--- src/rtl/disp_pkg.sv ---
// disp_pkg: shared constants, segment patterns and scan state type for the
// 4-digit multiplexed 7-segment display controller.
package disp_pkg;

  localparam int NDIG = 4;

  localparam logic [6:0] SEG_BLANK = 7'b1111111;

  // Active-low gfedcba patterns for hex digits 0..F.
  localparam logic [6:0] SEG_PAT [16] = '{
    7'b1000000, 7'b1111001, 7'b0100100, 7'b0110000,
    7'b0011001, 7'b0010010, 7'b0000010, 7'b1111000,
    7'b0000000, 7'b0010000, 7'b0001000, 7'b0000011,
    7'b1000110, 7'b0100001, 7'b0000110, 7'b0001110
  };

  typedef enum logic {
    BLANK = 1'b0,
    ON    = 1'b1
  } scan_state_t;

endpackage

--- src/rtl/seg7_decode.sv ---
// seg7_decode: combinational hex nibble to active-low gfedcba segment lookup.
module seg7_decode
  import disp_pkg::*;
(
  input  logic [3:0] nib,
  output logic [6:0] seg
);

  // Pure table lookup; the top feeds it the currently selected digit.
  assign seg = SEG_PAT[nib];

endmodule

--- src/rtl/disp_scan_ctrl.sv ---
// disp_scan_ctrl: time-multiplexed scan of four common-anode 7-segment digits.
// A staged value (LOAD) is copied into the displayed shadow only at a frame
// boundary (digit 3 -> digit 0) or while scanning is disabled, so a frame
// never shows a mix of old and new digits. Each digit slot starts with GUARD
// blank cycles to suppress ghosting. Expects TICK_DIV >= 2 and
// 1 <= GUARD < TICK_DIV.
// Optional build macro: DISP_LZB_EN enables leading-zero blanking.
module disp_scan_ctrl
  import disp_pkg::*;
#(
  parameter int TICK_DIV = 50000,
  parameter int GUARD    = 500
) (
  input  logic        CLK,
  input  logic        RST,
  input  logic        EN,
  input  logic        LOAD,
  input  logic [15:0] DIGITS,
  input  logic [3:0]  DP_IN,
  output logic [3:0]  AN,
  output logic [7:0]  SEG,
  output logic        FRAME,
  output logic        PEND
);

  localparam int            CW        = (TICK_DIV > 1) ? $clog2(TICK_DIV) : 1;
  localparam logic [CW-1:0] CNT_LAST  = CW'(TICK_DIV - 1);
  localparam logic [CW-1:0] CNT_GUARD = CW'(GUARD);
  localparam logic [1:0]    IDX_LAST  = 2'(NDIG - 1);

  scan_state_t   state;
  logic [CW-1:0] cnt;
  logic [CW-1:0] cnt_nxt;
  logic [1:0]    idx;
  logic [1:0]    idx_nxt;
  logic          slot_end;
  logic          wrap;
  logic          commit;

  logic [15:0]   shadow;
  logic [3:0]    shadow_dp;
  logic [19:0]   staged;

  logic [3:0]    nibble;
  logic [6:0]    dec_pat;
  logic [6:0]    seg_pat;
  logic          lead_blank;
  logic [3:0]    an_on;
  logic [7:0]    seg_on;

  // Slot counter / digit index advance and commit qualification.
  always_comb begin
    slot_end = (cnt == CNT_LAST);
    wrap     = slot_end && (idx == IDX_LAST);
    cnt_nxt  = slot_end ? '0 : cnt + CW'(1);
    idx_nxt  = slot_end ? idx + 2'd1 : idx;
    commit   = PEND && (wrap || !EN);
  end

  seg7_decode u_dec (
    .nib (nibble),
    .seg (dec_pat)
  );

`ifdef DISP_LZB_EN
  // Blank digits above the most significant non-zero nibble; digit 0 always shows.
  always_comb begin
    lead_blank = 1'b0;
    case (idx)
      2'd3:    lead_blank = (shadow[15:12] == 4'h0);
      2'd2:    lead_blank = (shadow[15:8]  == 8'h00);
      2'd1:    lead_blank = (shadow[15:4]  == 12'h000);
      default: lead_blank = 1'b0;
    endcase
  end
`else
  assign lead_blank = 1'b0;
`endif

  // Drive values for the selected digit. The shadow only changes on edges that
  // lead into a blank cycle, so the current shadow is always the one to show.
  always_comb begin
    nibble  = shadow[{idx, 2'b00} +: 4];
    an_on   = ~(4'b0001 << idx);
    seg_pat = lead_blank ? SEG_BLANK : dec_pat;
    seg_on  = {~shadow_dp[idx], seg_pat};
  end

  // Scan FSM: guard blanking then digit drive, with registered pin outputs.
  always_ff @(posedge CLK) begin
    if (RST || !EN) begin
      state <= BLANK;
      cnt   <= '0;
      idx   <= '0;
      AN    <= 4'hF;
      SEG   <= 8'hFF;
      FRAME <= 1'b0;
    end else begin
      cnt   <= cnt_nxt;
      idx   <= idx_nxt;
      FRAME <= wrap;
      case (state)
        BLANK: begin
          if (cnt_nxt == CNT_GUARD) begin
            state <= ON;
            AN    <= an_on;
            SEG   <= seg_on;
          end else begin
            AN    <= 4'hF;
            SEG   <= 8'hFF;
          end
        end
        ON: begin
          if (slot_end) begin
            state <= BLANK;
            AN    <= 4'hF;
            SEG   <= 8'hFF;
          end else begin
            AN    <= an_on;
            SEG   <= seg_on;
          end
        end
        default: begin
          state <= BLANK;
          AN    <= 4'hF;
          SEG   <= 8'hFF;
        end
      endcase
    end
  end

  // Staging and tear-free commit: a commit takes the pre-edge staged value,
  // while a simultaneous LOAD re-arms PEND for the next boundary.
  always_ff @(posedge CLK) begin
    if (RST) begin
      shadow    <= '0;
      shadow_dp <= '0;
      staged    <= '0;
      PEND      <= 1'b0;
    end else begin
      if (commit) begin
        {shadow_dp, shadow} <= staged;
      end
      if (LOAD) begin
        staged <= {DP_IN, DIGITS};
        PEND   <= 1'b1;
      end else if (commit) begin
        PEND   <= 1'b0;
      end
    end
  end

endmodule

--- config.mk ---
export PLATFORM = sky130hd
export DESIGN_NAME = disp_scan_ctrl
export DESIGN_NICKNAME = d
export VERILOG_FILES = /design/src/rtl/disp_pkg.sv /design/src/rtl/seg7_decode.sv /design/src/rtl/disp_scan_ctrl.sv
export SDC_FILE = /design/constraint.sdc
export NUM_CORES = 1
export LEC_CHECK = 0
export CAP_MARGIN = 5
export CELL_PAD_IN_SITES_DETAIL_PLACEMENT = 1
export CELL_PAD_IN_SITES_GLOBAL_PLACEMENT = 1
export CORE_MARGIN = 1
export CORE_UTILIZATION = 35
export DETAILED_ROUTE_END_ITERATION = 8
export PLACE_DENSITY_LB_ADDON = 0.2
export SLEW_MARGIN = 20
export SYNTH_ARGS = -nofsm -noshare
export SYNTH_HDL_FRONTEND = slang
export SYNTH_SLANG_ARGS = --single-unit
--- constraint.sdc ---
create_clock -name CLK -period 4.55 [get_ports CLK]
set_clock_uncertainty 0.05 [all_clocks]
set_input_delay 0.455 -clock CLK [delete_from_list [all_inputs] [get_ports CLK]]
set_output_delay 0.455 -clock CLK [all_outputs]
set_load 0.1 [all_outputs]
==> metrics.cfg <==
[critical_path]
cp.required_ns=4.78
critPathArrivalTime_ns=2.80
reg2reg_from=idx[0]
cp-endpoint=SEG[3]
crit_path_max_fanout=15
crit_type=register to register
r2r_cells=6
worst_r2r_endpoint=SEG[3]
slowest_stage=dfxtp_1
cp-start-kind=register
reg2reg_setup_slack_ns=1.98
endpoint_kind=register
critical_path.startpoint=idx[0]
slowest_delay_ns=0.77
path_cells=mux4_2, inv_1, ha_1, inv_1, mux4_2, o21ai_0

[timing]
worst_pin_slew_ns=0.968
finalHoldViolations=0
setup-tns-final_ns=0
drv_slew=0
max_slew_margin=0.352
setup_viol=0
period_minus_slack_ns=2.57
fin_crit_sh=0.565
max_freq_mhz=389
rsz0062_at_grt=no

[clock_tree]
clock_latency_ns=0.36
cts_max_path_buffers=2
ctsHoldBuffers=0
clk_pin_slew_ns=0.08
cts_resized=0
cts_num_sinks=73
cts_tree=done
cts-buffers-inserted=9
cts_root_buf=clkbuf_8
htreeDepth=3
postCtsSetupBuffers=0

[layout]
final_net_count=418
design_area_mm2=0.00409
drive_gt1_frac=0.0851
area_growth_pct=20.8
final_util=0.440
fillers=1093
antenna_cells=0

[floorplan]
die_h_um=100
die_area_mm2=0.0101
fp-row-count=35
die_w_um=100
initial_utilization=0.365
ios=38
core_mm2=0.00928

[detailed_routing]
vias=2487
wl_per_cell_um=13.7
drt-vias-per-instance=4.81
dr.pass1.iters=4
drc_errors=0
dr.first_iter.drc_count=50
ant_nets=0
wl_mm=7.06

[global_route]
grt_pass1_vias=2536
gr-usage-all-layers=0.156
grt_overflow_total=0
grt_max_degree=62
antenna_found_initial=0
grt_pass1_wl_mm=12.2

[yosys]
synthTopCellsByArea=dfxtp_1, mux2i_1, nand2b_1, nor2_1, ha_1
synth-main-ff-cell=dfxtp_1
synth_edf_count=0
yosysSeqAreaShare=0.432
synth_cells=352
ys_seq_elements=73
synthArstFlopShare=0
synth_top_area_frac=0.432
synth_area_per_cell_um2=9.62
synth_most_common_cell=dfxtp_1
yosysTopAreaCell=dfxtp_1
ys_warn_count=0
synth_cell_types=45
synthTopCellsByCount=dfxtp_1, nor2_1, nand2b_1
syn_nets=387
syn_area_mm2=0.00338

[pwr]
p_sw_mw=0.301
irDropWorstVdd_v=0.000140
power.internal_mw=1.06
seqPwrFrac=0.486
clkPwrFrac=0.451
pwr_density_cell_mw_per_mm2=334
power_frac_comb=0.063
switching_share=0.220
p_leak_nw=1.46
finalPower_mw=1.37

[place]
postPlaceCellArea_mm2=0.00385
port_buffers=37
dp_hpwl_mm=5.00
gp_congestion=0.838

[worst_hold_path]
min-delay-path-class=register to register
min_path_cells=2

[outcome]
status=complete, no violations

[run]
maxCapViolations=0

-- sequential cells by signal, summed over array words and instances, names as in the netlist --
name	count
staged	20
cnt	16
shadow	16
SEG	8
AN	4
shadow_dp	4
idx	2
FRAME	1
PEND	1
state	1
-- layout make-up --
type	count	area, um^2	share of cell area
clock buffer	9	124	0.0303
timing repair buffer	40	393	0.0961
multi-input combinational	248	1790	0.438
clock inverter	7	116	0.0285
tap	129	161	0.0395
sequential	73	1460	0.357
inverter	11	41.3	0.0101
-- metal layers --
layer	GRT usage	vias to the layer above	routed length (um)	share of wire
met3	0.0348	12	235	0.033
met4	0.0836	0	161	0.023
li1	-	1255	-	-
met2	0.232	40	3020	0.43
met5	0	-	0	0
met1	0.210	1180	3650	0.52
-- power by group through the flow --
stage	Clock (mW)	Sequential, mW	Combinational [mW]
floorplan	0	0.679	0.0528
global placement	0	0.678	0.0858
detailed placement	0	0.678	0.0882
CTS	0.633	0.663	0.0883
global route	0.663	0.665	0.0957
finish	0.616	0.663	0.0866
-- placed cells by master (no fill, tap or decap), types with 10 or more instances in the layout --
master	n
nand2b_1	43
clkdlybuf4s50_1	37
nand3_1	10
ha_1	11
nor2_1	45
xnor2_1	10
dfxtp_1	73
o21ai_0	16
mux2i_1	42
inv_1	11
nand2_1	11
-- cell families (layout without fill, tap and decap cells) --
group / count (synthesis) / count (layout) / synth area share
buffers and inverters: 31 / 67 / 0.0399
and+or+nand+nor: 134 / 134 / 0.207
muxes: 49 / 49 / 0.167
AOI/OAI and AO/OA: 36 / 36 / 0.0662
DFF: 73 / 73 / 0.432
xor gates and xnor gates: 18 / 18 / 0.0466
adders and majority gates: 11 / 11 / 0.0407
-- per-stage QoR --
step	cells	setup WS [ns]	hold slack (ns)
after floorplan	352	2.28	0.380
after global placement	501	1.95	0.412
after detailed placement	501	1.85	0.405
after CTS	517	1.94	0.426
after global routing	517	1.80	0.448
final	517	1.98	0.428
-- critical path, delay by kind of cell (launching register included) --
family	cells	cell delay (ns)
compound gates	1	0.08
flops	1	0.77
buf+inv	2	0.22
mux	2	1.13
fa+ha+maj	1	0.25
-- worst min-delay path by stage --
stage	startpoint	end	slack, ns
after floorplan	cnt[0]	cnt[0]	0.38
after global placement	shadow[9]	shadow[9]	0.41
after detailed placement	cnt[0]	cnt[0]	0.41
after CTS	cnt[0]	cnt[0]	0.43
after global routing	staged[3]	shadow[3]	0.45
final	staged[3]	shadow[3]	0.43
(Power assumes the default switching activity.)
